==> src/rtl/costas_loop_filter_if.sv <==
// Costas loop filter bus: phase-error input side plus NCO/lock output side.
// Signals: error_tdata/error_tvalid/is_bpsk/freeze toward the filter;
//          freq_tdata/freq_tvalid/locked/int_sat back from the filter.
interface costas_loop_filter_if #(
  parameter int WIDTH     = 16,
  parameter int ACC_WIDTH = 32
);
  logic signed [WIDTH-1:0]     error_tdata;
  logic                        error_tvalid;
  logic                        is_bpsk;
  logic                        freeze;
  logic signed [ACC_WIDTH-1:0] freq_tdata;
  logic                        freq_tvalid;
  logic                        locked;
  logic                        int_sat;

  // Upstream side: drives error samples and mode/freeze controls.
  modport master (
    output error_tdata, error_tvalid, is_bpsk, freeze,
    input  freq_tdata, freq_tvalid, locked, int_sat
  );

  // Filter side.
  modport slave (
    input  error_tdata, error_tvalid, is_bpsk, freeze,
    output freq_tdata, freq_tvalid, locked, int_sat
  );
endinterface

==> src/rtl/costas_loop_filter.sv <==
// PI loop filter for the Costas loop with ACQUIRE/LOCKED lock detector.
// Latency: a valid error sample reaches freq_tdata 2 clocks later; lock flag 1 clock later.
// Backpressure: none; one sample accepted every cycle, freq_tvalid held high after reset.
// Ports: clk, rst (sync, active-high); lf (slave modport) carries error/mode/freeze in and
//        freq_tdata/freq_tvalid/locked/int_sat out.
module costas_loop_filter #(
  parameter int WIDTH        = 16,
  parameter int ACC_WIDTH    = 32,
  parameter int KP_SHIFT     = 4,
  parameter int KI_SHIFT     = 0,
  parameter int INT_LIMIT    = 16777216,
  parameter int CENTER_INC   = 429496730,
  parameter int LOCK_THRESH  = 256,
  parameter int LOCK_COUNT   = 1024,
  parameter int UNLOCK_COUNT = 64
) (
  input logic                clk,
  input logic                rst,
  costas_loop_filter_if.slave lf
);

  localparam int CNT_MAX = (LOCK_COUNT > UNLOCK_COUNT) ? LOCK_COUNT : UNLOCK_COUNT;
  localparam int CNT_W   = $clog2(CNT_MAX + 1);

  localparam logic signed [ACC_WIDTH:0]   INT_MAX_X  = (ACC_WIDTH+1)'(INT_LIMIT);
  localparam logic signed [ACC_WIDTH:0]   INT_MIN_X  = -INT_MAX_X;
  localparam logic signed [ACC_WIDTH-1:0] INT_MAX_A  = ACC_WIDTH'(INT_LIMIT);
  localparam logic signed [ACC_WIDTH-1:0] INT_MIN_A  = -INT_MAX_A;
  localparam logic signed [ACC_WIDTH+1:0] CENTER_X   = (ACC_WIDTH+2)'(CENTER_INC);
  localparam logic signed [ACC_WIDTH+1:0] FREQ_MAX_X = {3'b000, {(ACC_WIDTH-1){1'b1}}};
  localparam logic signed [ACC_WIDTH+1:0] FREQ_MIN_X = {3'b111, {(ACC_WIDTH-1){1'b0}}};
  localparam logic [WIDTH:0]              THRESH_W   = (WIDTH+1)'(LOCK_THRESH);
  localparam logic [CNT_W-1:0]            LOCK_CNT_W   = CNT_W'(LOCK_COUNT);
  localparam logic [CNT_W-1:0]            UNLOCK_CNT_W = CNT_W'(UNLOCK_COUNT);

  typedef enum logic {ST_ACQUIRE, ST_LOCKED} lock_state_e;

  // State
  logic signed [ACC_WIDTH-1:0] p_q, p_d;
  logic signed [ACC_WIDTH-1:0] integ_q, integ_d;
  logic signed [ACC_WIDTH-1:0] freq_q, freq_d;
  logic                        int_sat_q, int_sat_d;
  logic                        s1_vld_q;
  logic                        tvalid_q;
  logic                        mode_q;
  lock_state_e                 state_q, state_d;
  logic [CNT_W-1:0]            cnt_q, cnt_d;

  // Input conditioning
  logic signed [ACC_WIDTH-1:0] e_ext, e_kp, e_ki;
  logic signed [ACC_WIDTH:0]   integ_sum, integ_clamp;
  logic signed [WIDTH:0]       e_w;
  logic [WIDTH:0]              e_abs;
  logic                        in_lock;
  logic                        mode_chg;
  logic                        vld;
  logic [CNT_W-1:0]            cnt_inc;
  logic signed [ACC_WIDTH+1:0] sum_x;

  assign vld      = lf.error_tvalid;
  assign mode_chg = (lf.is_bpsk != mode_q);

  assign e_ext = {{(ACC_WIDTH-WIDTH){lf.error_tdata[WIDTH-1]}}, lf.error_tdata};
  assign e_kp  = e_ext <<< KP_SHIFT;
  assign e_ki  = e_ext <<< KI_SHIFT;

  // One extra bit so the integrator update cannot wrap before clamping.
  assign integ_sum = {integ_q[ACC_WIDTH-1], integ_q} + {e_ki[ACC_WIDTH-1], e_ki};

  always_comb begin
    integ_clamp = integ_sum;
    if (integ_sum > INT_MAX_X)      integ_clamp = INT_MAX_X;
    else if (integ_sum < INT_MIN_X) integ_clamp = INT_MIN_X;
  end

  // |e| at WIDTH+1 bits so the most negative sample has a representable magnitude.
  assign e_w     = {lf.error_tdata[WIDTH-1], lf.error_tdata};
  assign e_abs   = e_w[WIDTH] ? unsigned'(-e_w) : unsigned'(e_w);
  assign in_lock = (e_abs <= THRESH_W);

  assign cnt_inc = (cnt_q == {CNT_W{1'b1}}) ? cnt_q : cnt_q + 1'b1;

  // Stage 1: proportional register, integrator, saturation flag.
  always_comb begin
    p_d       = p_q;
    integ_d   = integ_q;
    int_sat_d = int_sat_q;
    if (vld) p_d = e_kp;
    if (mode_chg) begin
      // Retune from scratch: old frequency estimate is meaningless in the new mode.
      integ_d   = '0;
      int_sat_d = 1'b0;
    end else if (vld) begin
      if (!lf.freeze) integ_d = integ_clamp[ACC_WIDTH-1:0];
      int_sat_d = (integ_d == INT_MAX_A) || (integ_d == INT_MIN_A);
    end
  end

  // Stage 2: centre + P + I, saturated to the output word.
  assign sum_x = CENTER_X
               + {{2{p_q[ACC_WIDTH-1]}}, p_q}
               + {{2{integ_q[ACC_WIDTH-1]}}, integ_q};

  always_comb begin
    freq_d = freq_q;
    if (s1_vld_q) begin
      if (sum_x > FREQ_MAX_X)      freq_d = FREQ_MAX_X[ACC_WIDTH-1:0];
      else if (sum_x < FREQ_MIN_X) freq_d = FREQ_MIN_X[ACC_WIDTH-1:0];
      else                         freq_d = sum_x[ACC_WIDTH-1:0];
    end
  end

  // Lock detector next state.
  always_comb begin
    state_d = state_q;
    cnt_d   = cnt_q;
    if (mode_chg) begin
      state_d = ST_ACQUIRE;
      cnt_d   = '0;
    end else if (vld) begin
      case (state_q)
        ST_ACQUIRE: begin
          if (!in_lock) begin
            cnt_d = '0;
          end else if (cnt_inc >= LOCK_CNT_W) begin
            state_d = ST_LOCKED;
            cnt_d   = '0;
          end else begin
            cnt_d = cnt_inc;
          end
        end
        ST_LOCKED: begin
          if (in_lock) begin
            cnt_d = '0;
          end else if (cnt_inc >= UNLOCK_CNT_W) begin
            state_d = ST_ACQUIRE;
            cnt_d   = '0;
          end else begin
            cnt_d = cnt_inc;
          end
        end
        default: begin
          state_d = ST_ACQUIRE;
          cnt_d   = '0;
        end
      endcase
    end
  end

  always_ff @(posedge clk) begin
    if (rst) begin
      p_q       <= '0;
      integ_q   <= '0;
      freq_q    <= ACC_WIDTH'(CENTER_INC);
      int_sat_q <= 1'b0;
      s1_vld_q  <= 1'b0;
      tvalid_q  <= 1'b1;
      mode_q    <= 1'b1;
      state_q   <= ST_ACQUIRE;
      cnt_q     <= '0;
    end else begin
      p_q       <= p_d;
      integ_q   <= integ_d;
      freq_q    <= freq_d;
      int_sat_q <= int_sat_d;
      s1_vld_q  <= vld;
      tvalid_q  <= 1'b1;
      mode_q    <= lf.is_bpsk;
      state_q   <= state_d;
      cnt_q     <= cnt_d;
    end
  end

  assign lf.freq_tdata  = freq_q;
  assign lf.freq_tvalid = tvalid_q;
  assign lf.locked      = (state_q == ST_LOCKED);
  assign lf.int_sat     = int_sat_q;

endmodule

==> src/flat_wrapper.sv <==
// flat-port wrapper written by rule: the top's interface ports become plain ports
module costas_loop_filter_flat 
#(
  parameter int WIDTH        = 16,
  parameter int ACC_WIDTH    = 32,
  parameter int KP_SHIFT     = 4,
  parameter int KI_SHIFT     = 0,
  parameter int INT_LIMIT    = 16777216,
  parameter int CENTER_INC   = 429496730,
  parameter int LOCK_THRESH  = 256,
  parameter int LOCK_COUNT   = 1024,
  parameter int UNLOCK_COUNT = 64
)
  (clk, rst, lf_error_tdata, lf_error_tvalid, lf_is_bpsk, lf_freeze, lf_freq_tdata, lf_freq_tvalid, lf_locked, lf_int_sat);
  costas_loop_filter_if #(.WIDTH(WIDTH), .ACC_WIDTH(ACC_WIDTH)) lf_i ();
  input logic clk;
  input logic rst;
  input wire logic [$bits(lf_i.error_tdata)-1:0] lf_error_tdata;
  input wire logic [$bits(lf_i.error_tvalid)-1:0] lf_error_tvalid;
  input wire logic [$bits(lf_i.is_bpsk)-1:0] lf_is_bpsk;
  input wire logic [$bits(lf_i.freeze)-1:0] lf_freeze;
  output wire logic [$bits(lf_i.freq_tdata)-1:0] lf_freq_tdata;
  output wire logic [$bits(lf_i.freq_tvalid)-1:0] lf_freq_tvalid;
  output wire logic [$bits(lf_i.locked)-1:0] lf_locked;
  output wire logic [$bits(lf_i.int_sat)-1:0] lf_int_sat;
  assign lf_i.error_tdata = lf_error_tdata;
  assign lf_i.error_tvalid = lf_error_tvalid;
  assign lf_i.is_bpsk = lf_is_bpsk;
  assign lf_i.freeze = lf_freeze;
  assign lf_freq_tdata = lf_i.freq_tdata;
  assign lf_freq_tvalid = lf_i.freq_tvalid;
  assign lf_locked = lf_i.locked;
  assign lf_int_sat = lf_i.int_sat;
  costas_loop_filter #(.WIDTH(WIDTH), .ACC_WIDTH(ACC_WIDTH), .KP_SHIFT(KP_SHIFT), .KI_SHIFT(KI_SHIFT), .INT_LIMIT(INT_LIMIT), .CENTER_INC(CENTER_INC), .LOCK_THRESH(LOCK_THRESH), .LOCK_COUNT(LOCK_COUNT), .UNLOCK_COUNT(UNLOCK_COUNT)) u_core (.clk(clk), .rst(rst), .lf(lf_i));
endmodule
==> config.mk <==
export PLATFORM = sky130hd
export DESIGN_NAME = costas_loop_filter_flat
export DESIGN_NICKNAME = d
export VERILOG_FILES = /design/src/rtl/costas_loop_filter_if.sv /design/src/rtl/costas_loop_filter.sv /design/src/flat_wrapper.sv
export SDC_FILE = /design/constraint.sdc
export NUM_CORES = 1
export LEC_CHECK = 0
export BUFFER_PORTS_ARGS = -buffer_cell sky130_fd_sc_hd__buf_2
export CAP_MARGIN = 20
export CORE_AREA = 2 2 125 127
export CTS_BUF_LIST = sky130_fd_sc_hd__clkbuf_4 sky130_fd_sc_hd__clkbuf_8
export DETAILED_ROUTE_END_ITERATION = 10
export DIE_AREA = 0 0 127 129
export GPL_ROUTABILITY_DRIVEN = 0
export PLACE_DENSITY = 0.74
export SLEW_MARGIN = 25
export SYNTH_ARGS = -nofsm -noshare
export SYNTH_HDL_FRONTEND = slang
export SYNTH_SLANG_ARGS = --single-unit
==> constraint.sdc <==
create_clock -name clk -period 5.5 [get_ports clk]
set_input_delay 0.825 -clock clk [delete_from_list [all_inputs] [get_ports clk]]
set_output_delay 0.825 -clock clk [all_outputs]
set_load 0.005 [all_outputs]
## Word-level counts from Yosys, hierarchy flattened

Cells that the tools add are included.

- Add/subtract/negate cells: 5
- $mul: 0
- Div/mod/pow operators: 0
- $lt $le $gt $ge: 7
- Eq/ne operators: 4
- Shift operators: 0
- Muxes and demuxes: 19
- Bitwise logic cells: 1
- Reduce and logical (&&, ||, !) cells: 2

Operators with widths:

| kind | number |
|---|---|
| $mux W32 | 7 |
| $mux W11 | 5 |
| $gt A34 B32 Y1 const B | 1 |
| $lt A34 B32 Y1 const B | 1 |
| $add A31 B32 Y33 | 1 |
| $add A32 B16 Y33 | 1 |
| $gt A33 B26 Y1 const B | 1 |
| $lt A33 B25 Y1 const B | 1 |
| $eq A32 B25 Y1 const B | 1 |
| $eq A32 B26 Y1 const B | 1 |
| $add A30 B20 Y31 const A | 1 |
| $pmux W11 S2 | 1 |
| $le A17 B9 Y1 const B | 1 |
| $mux W17 | 1 |
| $neg A16 Y17 | 1 |
| $add A11 B1 Y11 const B | 1 |
| $eq A11 B11 Y1 const B | 1 |
| $ge A11 B11 Y1 const B | 1 |
| $ge A11 B7 Y1 const B | 1 |
| $mux W1 | 4 |
| $pmux W1 S2 | 1 |
| $reduce_or A2 Y1 | 1 |
| $logic_or A1 B1 Y1 | 1 |
| $ne A1 B1 Y1 | 1 |
| $not A1 Y1 | 1 |

- Bits in registers: 95
- Bits in latches: 0
- Memory bits (writable): 0
- Memory bits (read-only): 0
- Bits of input ports: 21
- Output and inout port bits: 35
- Logic and storage cells: 46
- Memories: 0

## Longest topological paths before layout

Gate-level depths: netlist of the first run.

- Word-level depth: 9
- Mapped depth: 16
- Depth with buffers taken out: 14

## Worst setup path before layout of the first run

No wires, ideal clock.

- Path kind: input port to flip-flop
- From: input port lf_error_tdata[0]
- To: register u_core.integ_q[18]
- Setup time: 0.059 ns
- Data arrival time: 3.934 ns
- Required time: 5.441 ns
- Path slack: 1.507 ns
- Stages on the path: 14
- Buffers on the path: 1
- Cell sequence: ha_1 inv_1 fa_1 nand2b_1 a21oi_1 o211ai_1 a211oi_1 nor2_1 xnor2_1 nor4b_1 or3b_2 o22ai_4 buf_6 a22o_1

- Word-level cells in the longest chain between the ends: 7
- Elaborated cells on any way between the ends: 8
- Classes of those cells: add/sub (1); order compare (2); mux (5)

Ends and longest elaborated chain:

| what | line | RTL |
|---|---|---|
| start, declared | flat_wrapper.sv:18 | `input wire logic [$bits(lf_i.error_tdata)-1:0] lf_error_tdata;` |
| $add A32 B16 Y33 * | costas_loop_filter.sv:68 | `assign integ_sum = {integ_q[ACC_WIDTH-1], integ_q} + {e_ki[ACC_WIDTH-1], e_ki};` |
| $lt A33 B25 Y1 | costas_loop_filter.sv:73 | `else if (integ_sum < INT_MIN_X) integ_clamp = INT_MIN_X;` |
| $mux W32 | costas_loop_filter.sv:73 |  |
| $mux W32 * | costas_loop_filter.sv:72 | `if (integ_sum > INT_MAX_X) integ_clamp = INT_MAX_X;` |
| $mux W32 * | costas_loop_filter.sv:94 | `if (!lf.freeze) integ_d = integ_clamp[ACC_WIDTH-1:0];` |
| $mux W32 * | costas_loop_filter.sv:93 | `end else if (vld) begin` |
| $mux W32 * | costas_loop_filter.sv:89 | `if (mode_chg) begin` |
| end signal, assigned | costas_loop_filter.sv:163 | `integ_q <= integ_d;` |
| end, declared | costas_loop_filter.sv:40 | `logic signed [ACC_WIDTH-1:0] integ_q, integ_d;` |

Mark *: on every way between the ends. The rest lies on a longest branch, timed or not. The select of a mux whose other input is x is not followed.
A chain may end at the register's enable or synchronous reset.

## Worst setup path in the final report of the first run

- From: register u_core.p_q[19] (netlist name)
- To: register u_core.freq_q[23] (netlist: u_core.lf.freq_tdata[23])

- Word-level cells in the longest chain between the ends: 5
- Elaborated cells on any way between the ends: 6
- Classes of those cells: add/sub (2); order compare (2); mux (2)

Ends and longest elaborated chain:

| what | line | RTL |
|---|---|---|
| $add A30 B20 Y31 * | costas_loop_filter.sv:101 | `+ {{2{p_q[ACC_WIDTH-1]}}, p_q}` |
| $add A31 B32 Y33 * | costas_loop_filter.sv:102 | `+ {{2{integ_q[ACC_WIDTH-1]}}, integ_q};` |
| $lt A34 B32 Y1 | costas_loop_filter.sv:108 | `else if (sum_x < FREQ_MIN_X) freq_d = FREQ_MIN_X[ACC_WIDTH-1:0];` |
| $mux W32 | costas_loop_filter.sv:108 |  |
| $mux W32 * | costas_loop_filter.sv:107 | `if (sum_x > FREQ_MAX_X) freq_d = FREQ_MAX_X[ACC_WIDTH-1:0];` |
| end signal, assigned | costas_loop_filter.sv:154 | `freq_q <= ACC_WIDTH'(CENTER_INC);` |
| end signal, assigned | costas_loop_filter.sv:164 | `freq_q <= freq_d;` |
| end, declared | costas_loop_filter.sv:41 | `logic signed [ACC_WIDTH-1:0] freq_q, freq_d;` |

Mark *: on every way between the ends. The rest lies on a longest branch, timed or not.

==> impl.org, run 1 <==
** STA
- For the pin with the worst max-slew slack, the measured transition is 0.766 ns.
- In this run the tightest slew margin relative to its limit is 0.488.
- Final setup vio count :: 0
- Unrepaired setup endpoints after global routing :: no
- Highest attainable clock frequency :: approximately 230 MHz
- Total Negative Setup Slacks :: 0 ns
- Fin crit share :: 0.806
- The clock arrives with around 0.015 ns of skew.
- Post-route setup slack :: 1.07 ns
- Subtracting the final worst setup slack from the clock period gives roughly 4.4 ns.
- The count of pins over their slew limit was 0.
- Number of hold violations in the final report :: 0

** Global route
- Global route overflow :: 0
- Across every metal layer, demand over resource in global routing totals 0.266.
- Initial antenna violation count :: 0
- Vias in the first global route :: roughly 7.3k
- Entering global routing, the biggest net connects 40 pins.
- The first global-routing pass estimated roughly 36000 um of wire.

** Synthesis
- Cells after Synth :: around 1.1k
- Among all flip-flop cells after synthesis, the most frequent one is sky130_fd_sc_hd__dfxtp_1.
- In the synthesized netlist the async set-or-reset flop fraction comes to 0.
- Post-Syn Area :: 8330 um2
- Mean instance size in the synthesized netlist :: between 7 and 8 um2
- The synthesized design contains 0 enable-type register cells.
- Yosys synthesis warning count :: 0
- Synthesis produced a netlist with a net count of 1175.
- The synthesized netlist contains 84 unique library cells.
- Proportion of synthesized chip area in sequential cells :: 0.228
- Number of synthesized register bits :: 95

** Power
- The analysis attributes to cell leakage a power of 3.99 nW.
- Across the VDD grid, the largest voltage drop is approximately 99 uV.
- Power density normalized to cell area :: about 180 nW/um2

** CTS
- Worst-Skew Late Latency :: 0.39 ns
- TritonCTS built the clock tree.
- Clock buffer depth :: 2
- The tree is rooted in a sky130_fd_sc_hd__clkbuf_8.
- Level count of the clock H-tree :: 3
- Counting every sink on the clock net gives 95.
- CTS clock-pin slew for the worst setup and hold paths :: about 0.10 ns
- After clock tree synthesis, the setup repair step added 0 buffers.
- In this run, post-CTS hold repair placed 0 buffers.
- After clock tree synthesis, the repair step resized 0 gates.
- Cts bufs inserted :: 9

** Floorplanning
- Die footprint :: 16400 um2
- Initial core utilization :: 0.556
- The floorplan step set the die height to ~130 um.
- Pin placement for this block handled between 50 and 60 I/O pins.
- Chip width :: approximately 130 um
- Row generation in the floorplan step produced between 40 and 50 rows.
- After floorplanning, the core was sized to cover 15000 um2.

** Placed design
- In this run, placement finished with an instance count of ~1.3k.
- HPWL after DPL :: 17100 um
- After detailed placement, the total cell area comes to 8710 um2.
- Input and output buffers added on the ports amount to 54.
- DP Worst Slack :: roughly 0.80 ns

** Cells and area
- Fraction of final layout cells sized beyond drive strength 1 :: 0.104
- Fin cells :: 1284
- Multi-input combinational cell area :: between 5000 and 6000 um2
- Counting the fill cells in the layout gives 1380.
- Post-route core utilization :: 0.594
- Leaving out fill and tap cells, the most frequent cell in the layout is sky130_fd_sc_hd__dfxtp_1.
- Leaving out fill and tap cells, the most frequent cells in the layout are sky130_fd_sc_hd__dfxtp_1 (95), sky130_fd_sc_hd__ha_1 (93), sky130_fd_sc_hd__nand2_1 (81), sky130_fd_sc_hd__inv_1 (80), sky130_fd_sc_hd__a21oi_1 (79).
- 0 antenna diodes ended up in the layout.
- Count of nets after finishing :: roughly 1.2k
- Final instance area :: slightly below 9000 um2
- In the final layout, flip-flops and latches occupy 1900 um2.
- Layout Area Growth over Synthesis :: 6.80%

** Outcome
- The flow ran to the end, and the final reports show no timing, DRC or antenna violations.

** Setup path
- The setup path with the least slack is of type reg -> reg.
- CP Data Arrival Time :: approximately 4.7 ns
- STA classifies the critical path endpoint as a flop.
- Largest fanout on the critical path :: 13
- STA classifies the critical path startpoint as a flop.
- For the worst setup path, the data required time is around 5.8 ns.

** Routing
- Mean routed wirelength per cell :: ~17 um
- DRC marker count from the first detailed-route iteration :: between 600 and 700
- Using the TritonRoute via totals, the vias-per-cell ratio works out to around 6.2.
- DRC violations left :: 0
- Vias :: approximately 8k
- First-pass iteration count of the detailed router :: 5
- The detail route stage leaves a number of antenna-violating nets equal to 0.
- The final layout contains routed wiring with a total length of approximately 21000 um.

** Worst hold path
- Worst Hold Class :: reg -> reg

** Job
- Count of maximum capacitance violations :: 0
## cell type report
class | count | share of cell area
Clock inverter | 7 | 0.00703
Multi-Input combinational cell | 845 | 0.670
Clock buffer | 9 | 0.0139
Inverter | 80 | 0.0337
Sequential cell | 95 | 0.214
Tap cell | 188 | 0.0264
Timing Repair Buffer | 60 | 0.0354
## routing by layer
layer  wire length, um  part of all wire  GRT usage
met1             10700              0.50      0.384
met3              1200             0.056     0.0291
met5                 0                 0          0
met4               490             0.023     0.0860
met2              8930              0.42      0.416
## where the power goes
group          switching [W]  internal (W)  total [W]
Combinational       0.000251      0.000168   0.000419
Sequential         0.0000190      0.000716   0.000735
Clock               0.000270      0.000175   0.000445
## final timing paths
kind,start,end,slack [ns],cells past startpoint
min reg2reg,u_core.lf.freq_tdata[16],u_core.lf.freq_tdata[16],0.47,1
max reg2reg,u_core.p_q[19],u_core.lf.freq_tdata[23],1.07,14
max,u_core.p_q[19],u_core.lf.freq_tdata[23],1.07,14
min,u_core.lf.freq_tdata[16],u_core.lf.freq_tdata[16],0.47,1
## cells by family after synthesis
| kind of cell | share of synthesized area |
|---|---|
| xor+xnor | 0.0399 |
| flops | 0.228 |
| mux | 0.0245 |
| buf+inv | 0.0565 |
| fa+ha+maj | 0.143 |
| other cells | 0.000450 |
| simple gates | 0.201 |
| compound gates | 0.306 |
## worst max-delay path: stages, from the launching register on
cell	delay, ns
sky130_fd_sc_hd__dfxtp_1	0.52
sky130_fd_sc_hd__inv_1	0.22
sky130_fd_sc_hd__ha_1	0.32
sky130_fd_sc_hd__inv_1	0.04
sky130_fd_sc_hd__ha_1	0.42
sky130_fd_sc_hd__nand4_1	0.16
sky130_fd_sc_hd__or3_1	0.41
sky130_fd_sc_hd__nor3b_1	0.22
sky130_fd_sc_hd__a21oi_1	0.18
sky130_fd_sc_hd__o31ai_1	0.58
sky130_fd_sc_hd__xnor2_1	0.41
sky130_fd_sc_hd__buf_4	0.30
sky130_fd_sc_hd__o31ai_1	0.08
sky130_fd_sc_hd__buf_4	0.21
sky130_fd_sc_hd__a211o_1	0.27
## registers in the layout, indices dropped and copies added (netlist names)
register	flops
u_core.cnt_q	11
u_core.integ_q	32
u_core.lf.freq_tdata	32
u_core.lf.int_sat	1
u_core.lf.locked	1
u_core.mode_q	1
u_core.p_q	16
u_core.s1_vld_q	1
## metrics by stage
step	hold slack (ns)	total power, W
2_1_floorplan	0.460	0.00105
6_report	0.469	0.00160
4_1_cts	0.472	0.00160
3_5_place_dp	0.451	0.00116
3_3_place_gp	0.442	0.00116
5_1_grt	0.487	0.00168
## synth_stat cells, types with 17 or more instances
cell type / number / area share
sky130_fd_sc_hd__o21a_1: 26 / 0.023
sky130_fd_sc_hd__mux2i_1: 19 / 0.023
sky130_fd_sc_hd__nand2_1: 81 / 0.036
sky130_fd_sc_hd__xnor2_1: 26 / 0.027
sky130_fd_sc_hd__dfxtp_1: 95 / 0.23
sky130_fd_sc_hd__o21ai_0: 69 / 0.041
sky130_fd_sc_hd__nor2_1: 76 / 0.034
sky130_fd_sc_hd__nand3_1: 28 / 0.017
sky130_fd_sc_hd__o211ai_1: 17 / 0.015
sky130_fd_sc_hd__ha_1: 93 / 0.14
sky130_fd_sc_hd__inv_1: 80 / 0.036
sky130_fd_sc_hd__nor3_1: 26 / 0.016
sky130_fd_sc_hd__a21o_1: 22 / 0.020
sky130_fd_sc_hd__and3_1: 18 / 0.014
sky130_fd_sc_hd__a21oi_1: 79 / 0.047
sky130_fd_sc_hd__a22o_1: 22 / 0.023
sky130_fd_sc_hd__clkbuf_1: 31 / 0.014
(Power assumes the default switching activity.)
==> run 2: changes to the inputs <==
==> constraint.sdc (replaced) <==
create_clock -name clk -period 4.5 [get_ports clk]
set_input_delay 0.675 -clock clk [delete_from_list [all_inputs] [get_ports clk]]
set_output_delay 0.675 -clock clk [all_outputs]
set_load 0.005 [all_outputs]
==> run 2 against run 1 <==
Compared with the run above:
- final area grew 1.1%
- power increased by 26%
- setup slack got worse by 0.62 ns
==> impl.org, run 2 (synthesized netlist as in run 1, its figures left out) <==
** STA
- Between clock sinks in the finished design, the worst skew comes to 0.0139 ns.
- The count of pins over their slew limit was 0.
- Measured against its own limit, the worst slew margin works out to 0.499.
- Post-route setup slack :: 0.448 ns
- Final setup vio count :: 0
- Dividing the final minimum period by the clock period gives 0.900.
- Unrepaired setup endpoints after global routing :: no
- The number of hold violations in the final report came to 0.
- Timing would allow up to about 250 MHz.
- Min Clock Period, post-route :: 4.05 ns
- For the pin with the worst max-slew slack, the measured transition is between 0.7 and 0.8 ns.

** Placed design
- After detailed placement, the design holds a cell count of 1277.
- Once detailed placement completed, the half-perimeter wirelength came to ~17000 um.
- Number of buffer cells added on primary ports :: 54
- Prior to clock tree synthesis, the placed netlist has a worst setup slack of -0.0192 ns.

** Cells and area
- The number of antenna diodes in the final layout is 0.
- The library cells used most frequently in the layout, excluding fill and tap cells, are sky130_fd_sc_hd__dfxtp_1 (95), sky130_fd_sc_hd__ha_1 (93), sky130_fd_sc_hd__nand2_1 (81), sky130_fd_sc_hd__inv_1 (80), sky130_fd_sc_hd__a21oi_1 (79).
- Fraction of final layout cells sized beyond drive strength 1 :: 0.112
- The count of cells in the finished layout, fillers not included, comes to between 1k and 1.5k.
- From synthesis to final layout, the design area changed by 7.96%.
- Count of nets after finishing :: around 1.2k
- The library cell used most frequently in the layout, excluding fill and tap cells, is sky130_fd_sc_hd__dfxtp_1.

** Worst hold path
- In this run the worst hold path is classified as reg -> reg.
- Hold Path End :: u_core.lf.freq_tdata[16]
- Number of cells on the worst hold path :: 1
- The worst hold path begins at u_core.lf.freq_tdata[16].

** Global route
- GR Util All Layers :: 0.268
- Initial antenna violation count :: 0
- Vias in the first global route :: roughly 7.4k
- Global route overflow :: 0
- The first global-routing pass estimated approximately 36000 um of wire.
- Largest net degree at the start of global routing :: 40

** Setup path
- Type of origin of the critical path :: flop
- Startpoint of the worst-slack reg-to-reg timing path :: u_core.integ_q[1]
- For the worst setup path, the data required time is between 4 and 5 ns.
- Type of the worst setup path :: reg -> reg
- At the worst endpoint, the arrival time is about 4.4 ns.
- Across all register-to-register paths, the minimum setup slack is 0.45 ns.
- Launching instance or port of the critical path :: u_core.integ_q[1]
- In this run the critical register-to-register path is captured at u_core.integ_q[2].
- The number of cells on the worst reg-to-reg path is 12.
- Critical path endpoint category :: flop
- Of all nets on the critical path, the largest fanout is 19.

** Routing
- After detailed routing, the total wire length is 21400 um.
- In the final routed layout, each cell accounts on average for between 15 and 20 um.
- The count of nets left with antenna violations once routing finished came out at 0.
- DRC violations left :: 0
- First-pass iteration count of the detailed router :: 5
- DRC marker count from the first detailed-route iteration :: roughly 510
- Via density :: roughly 6.1
- Summing over every cut layer, the via total after detailed routing is approximately 7.9k.

** Floorplanning
- Die H :: around 130 um
- The die covers approximately 16000 um2.
- Std-Cell Rows :: 45
- In this run the horizontal extent of the chip is approximately 130 um.
- For this configuration, the core starts out at a cell density of 0.556.
- between 50 and 60 I/O pins were placed.
- Core footprint :: between 10000 and 15000 um2

** Job
- Count of maximum capacitance violations :: 0

** CTS
- Buffers inserted during clock tree synthesis total 9.
- Clock buffer depth :: 2
- CTS clock-pin slew for the worst setup and hold paths :: around 0.10 ns
- CTS placed an instance of sky130_fd_sc_hd__clkbuf_8 at the clock tree root.
- TritonCTS clock tree :: yes
- Level count of the clock H-tree :: 3
- At the later pin of the worst-skew pair, clock insertion delay measures roughly 0.38 ns.
- Clock tree synthesis found a total of between 90 and 100 sinks.
- Total setup buffers inserted after CTS :: 0
- Hold bufs inserted after CTS :: 0

** Power
- Power density normalized to cell area :: 224 nW/um2
- Across the VDD grid, the largest voltage drop is between 100 and 150 uV.
- Leakage power total :: 4.05 nW

** Outcome
- The flow ran to the end, and the final reports show no timing, DRC or antenna violations.
-- run 2: cell count changes in the layout (fill, tap and decap cells not counted), sizes merged --
cell,previous run,this run
buf,60,69
bufinv,0,1
clkinv,1,0
-- run 2: per-stage QoR --
| step | cell area [um2] | total power [W] | util | TNS (ns) | hold WS (ns) |
|---|---|---|---|---|---|
| after floorplan | 8330 | 0.00128 | - | 0 | 0.460 |
| after global placement | 8780 | 0.00142 | 0.586 | 0 | 0.441 |
| after detailed placement | 8780 | 0.00143 | 0.586 | -0.0228 | 0.452 |
| after CTS | 8990 | 0.00202 | 0.600 | 0 | 0.472 |
| after global routing | 9000 | 0.00212 | 0.601 | 0 | 0.482 |
| final | 9000 | 0.00201 | 0.601 | 0 | 0.468 |
-- run 2: worst max path at each step --
stage	depth (start not counted)	end
after floorplan	15	u_core.lf.freq_tdata[25]
after global placement	13	u_core.integ_q[2]
after detailed placement	13	u_core.integ_q[2]
after CTS	12	u_core.integ_q[2]
after global routing	15	u_core.lf.freq_tdata[26]
final	12	u_core.integ_q[2]
-- run 2: repair_timing --
item | in CTS | in global routing
hold endpoints to repair | 0 | 0
resized for setup | 0 | 1
endpoints found under the setup margin | 0 | 16
-- run 2: layer usage --
| metal | part of all wire | up-vias | GRT usage |
|---|---|---|---|
| li1 | - | 4059 | - |
| met1 | 0.50 | 3606 | 0.386 |
| met2 | 0.42 | 220 | 0.423 |
| met3 | 0.053 | 24 | 0.0362 |
| met4 | 0.017 | 0 | 0.0756 |
| met5 | 0 | - | 0 |
-- run 2: power breakdown --
part	switching [W]	internal (W)	leakage (nW)
sequential	0.0000217	0.000875	0.776
combinational	0.000309	0.000210	3.16
clock	0.000325	0.000270	0.105
-- run 2: layout make-up --
| type | instances | area (um2) |
|---|---|---|
| fill | 1411 | 5980 |
| multi-input combinational | 845 | 5970 |
| sequential | 95 | 1900 |
| timing repair buffer | 69 | 383 |
| inverter | 80 | 300 |
| tap | 188 | 235 |
| clock buffer | 9 | 124 |
| clock inverter | 7 | 86.3 |
-- run 2: worst max-delay path: stages, from the launching register on --
cell,delay (ns)
sky130_fd_sc_hd__dfxtp_1,0.46
sky130_fd_sc_hd__inv_1,0.17
sky130_fd_sc_hd__fa_1,0.42
sky130_fd_sc_hd__nand2b_1,0.23
sky130_fd_sc_hd__a21oi_1,0.29
sky130_fd_sc_hd__o211ai_1,0.22
sky130_fd_sc_hd__a211oi_2,0.40
sky130_fd_sc_hd__nor2_1,0.16
sky130_fd_sc_hd__xnor2_1,0.18
sky130_fd_sc_hd__nor4b_1,0.27
sky130_fd_sc_hd__or3b_2,0.54
sky130_fd_sc_hd__o22ai_4,0.43
sky130_fd_sc_hd__a32o_1,0.23
==> run 3: changes to the inputs <==
--- a/config.mk
+++ b/config.mk
@@ -7,12 +7,11 @@
 export LEC_CHECK = 0
 export BUFFER_PORTS_ARGS = -buffer_cell sky130_fd_sc_hd__buf_2
 export CAP_MARGIN = 20
-export CORE_AREA = 2 2 125 127
+export CORE_AREA = 2 2 133 135
 export CTS_BUF_LIST = sky130_fd_sc_hd__clkbuf_4 sky130_fd_sc_hd__clkbuf_8
 export DETAILED_ROUTE_END_ITERATION = 10
-export DIE_AREA = 0 0 127 129
-export GPL_ROUTABILITY_DRIVEN = 0
-export PLACE_DENSITY = 0.74
+export DIE_AREA = 0 0 135 137
+export PLACE_DENSITY = 0.67
 export SLEW_MARGIN = 25
 export SYNTH_ARGS = -nofsm -noshare
 export SYNTH_HDL_FRONTEND = slang
==> run 3 against run 2 <==
Compared with the run above:
- non-clock buffer count is 2 higher
- core utilization is 6.8 points lower
- clock skew is 0.0051 ns lower
- largest power group unchanged
- hold slack better by 0.0016 ns
==> impl.org, run 3 (synthesized netlist as in run 1, its figures left out) <==
** Routing
- Post-detailed-route count of antenna-violating nets :: 0
- In the final routed layout, each cell accounts on average for around 17 um.
- Vias :: roughly 8k
- After detailed routing, the number of remaining DRC violations is 0.
- Total routed wirelength :: between 20000 and 25000 um
- First-pass iteration count of the detailed router :: 5
- DRC marker count from the first detailed-route iteration :: about 440
- Via density :: roughly 6.0

** STA
- Setup violations remaining at the end of the flow were counted as 0.
- Static timing analysis puts the maximum clock frequency at about 240 MHz.
- Unrepaired setup endpoints after global routing :: no
- Hold is met by 0.470 ns.
- Fin crit share :: 0.911
- The clock arrives with 0.00879 ns of skew.
- The clock period could shrink to between 4 and 5 ns.
- Measured against its own limit, the worst slew margin works out to 0.505.
- The number of hold violations in the final report came to 0.
- The count of pins over their slew limit came to 0.
- Least-Margin Pin Slew :: 0.739 ns
- In the final timing run, aggregate negative setup slack is 0 ns.

** CTS
- Worst-Skew Late Latency :: between 0.3 and 0.4 ns
- The tree is rooted in a sky130_fd_sc_hd__clkbuf_8.
- Level count of the clock H-tree :: 3
- TritonCTS built the clock tree.
- The clock passes through at most 2 buffers.
- CTS clock-pin slew for the worst setup and hold paths :: 0.09 ns
- For this design, the CTS-stage hold fixing added 0 buffers.
- For this design, the sink count on the clock tree is between 90 and 100.
- The number of clock buffers added by TritonCTS is 9.

** Cells and area
- Number of diodes added for antenna fixing :: 0
- In the layout the commonest cells are sky130_fd_sc_hd__dfxtp_1 (95), sky130_fd_sc_hd__ha_1 (93), sky130_fd_sc_hd__nand2_1 (81), sky130_fd_sc_hd__inv_1 (80), sky130_fd_sc_hd__a21oi_1 (79).
- In the final layout, the share of cells above drive strength 1 is 0.112.
- The library cell used most frequently in the layout, excluding fill and tap cells, is sky130_fd_sc_hd__dfxtp_1.
- Post-route core utilization :: 0.533
- After routing the design area is ~9000 um2.
- Layout Area Growth over Synthesis :: 9.13%
- The final layout contains ~1.2k nets.

** Global route
- The first global-routing pass estimated around 37000 um of wire.
- The initial antenna violation count was 0.
- Across every metal layer, demand over resource in global routing totals 0.247.
- Entering global routing, the biggest net connects 40 pins.
- Vias in the first global route :: 7222
- Global route overflow :: 0

** Setup path
- Buffers and inverters on the worst path :: 1
- Type of origin of the critical path :: flop
- Cell with the biggest individual delay on the critical path :: sky130_fd_sc_hd__or3b_2
- The worst setup path is of the reg -> reg kind.
- Critical path's top delay family :: compound AO/OA/AOI/OAI gates
- The signal on the critical path passes through ha_1 > inv_1 > fa_1 > nand2b_1 > a21oi_1 > o211ai_1 > a211oi_1 > mux2i_1 > nand4_1 > nor4b_1 > or3b_2 > o22a_1 > o31ai_1.
- STA puts the critical path data required time at 4.80 ns.
- CP max stage delay :: 0.54 ns
- For the worst setup path, the data arrival time is around 4.4 ns.
- Critical path endpoint category :: flop
- Largest fanout on the critical path :: 5

** Placed design
- HPWL after DPL :: 18300 um
- Placed instance area :: roughly 8800 um2
- Gpl congestion :: between 0.9 and 1
- Number of buffer cells added on primary ports :: 54

** Power
- Peak supply drop :: about 120 uV
- The design draws 0.00210 W.
- Power density normalized to cell area :: 231 nW/um2
- In this run the static leakage power is just over 4 nW.

** Floorplanning
- Initial core utilization :: 0.489
- The floorplan has 48 rows.
- Die footprint :: 18500 um2
- 56 I/O pins were placed.
- From left edge to right edge, the die measures about 140 um.
- Core footprint :: 17100 um2
- The die is between 100 and 150 um tall.

** Outcome
- Result of the run :: complete, no violations

** Job
- Count of maximum capacitance violations :: 0

** Worst hold path
- In this run the worst hold path is classified as reg -> reg.
==> run 3: changes by cell type in the layout (fill, tap and decap cells not counted), moves of 2 or more <==
cell                        previous run  this run
sky130_fd_sc_hd__bufinv_16             1         3
sky130_fd_sc_hd__clkinv_4              0         2
sky130_fd_sc_hd__inv_6                 3         0
sky130_fd_sc_hd__inv_8                 2         0
==> run 3: cell type report <==
class | count | area [um2]
Sequential cell | 95 | 1900
Timing Repair Buffer | 71 | 410
Clock buffer | 10 | 131
Tap cell | 225 | 282
Fill cell | 1700 | 7960
Multi-Input combinational cell | 845 | 5960
Clock inverter | 5 | 108
Inverter | 80 | 300
==> run 3: stage by stage <==
step	std cells	setup slack, ns
finish	1331	0.403
global route	1331	0.105
CTS	1330	0.349
detailed placement	1315	0.0465
global placement	1315	0.136
floorplan	1060	0.624
==> run 3: worst min-delay path, stage by stage (launching register included) <==
cell and delay, ns:
sky130_fd_sc_hd__dfxtp_1 0.33, sky130_fd_sc_hd__a21oi_1 0.06, sky130_fd_sc_hd__nand2_1 0.05
==> run 3: path summary, 6_finish.rpt <==
check | start | endpoint | slack, ns | cells after the start
setup reg to reg | u_core.integ_q[0] | u_core.integ_q[5] | 0.40 | 13
hold / removal | u_core.lf.freq_tdata[28] | u_core.lf.freq_tdata[28] | 0.47 | 2
hold reg to reg | u_core.lf.freq_tdata[28] | u_core.lf.freq_tdata[28] | 0.47 | 2
setup / recovery | u_core.integ_q[0] | u_core.integ_q[5] | 0.40 | 13
==> run 3: report_power, final <==
group	internal, W	switching, W	total (W)
clock	0.000374	0.000308	0.000682
sequential	0.000875	0.0000225	0.000897
combinational	0.000210	0.000312	0.000522
==> run 3: timing repair <==
| item | in CTS | in global routing |
|---|---|---|
| setup endpoints to repair | 0 | 19 |
| gates resized for setup | 0 | 0 |
| buffers inserted | 0 | 1 |
| endpoints found under the hold margin | 0 | 0 |
==> run 3: layer usage <==
metal	wire, um	GRT usage
met5	0	0
met2	10200	0.408
met3	1230	0.0293
met4	329	0.0683
met1	11200	0.340
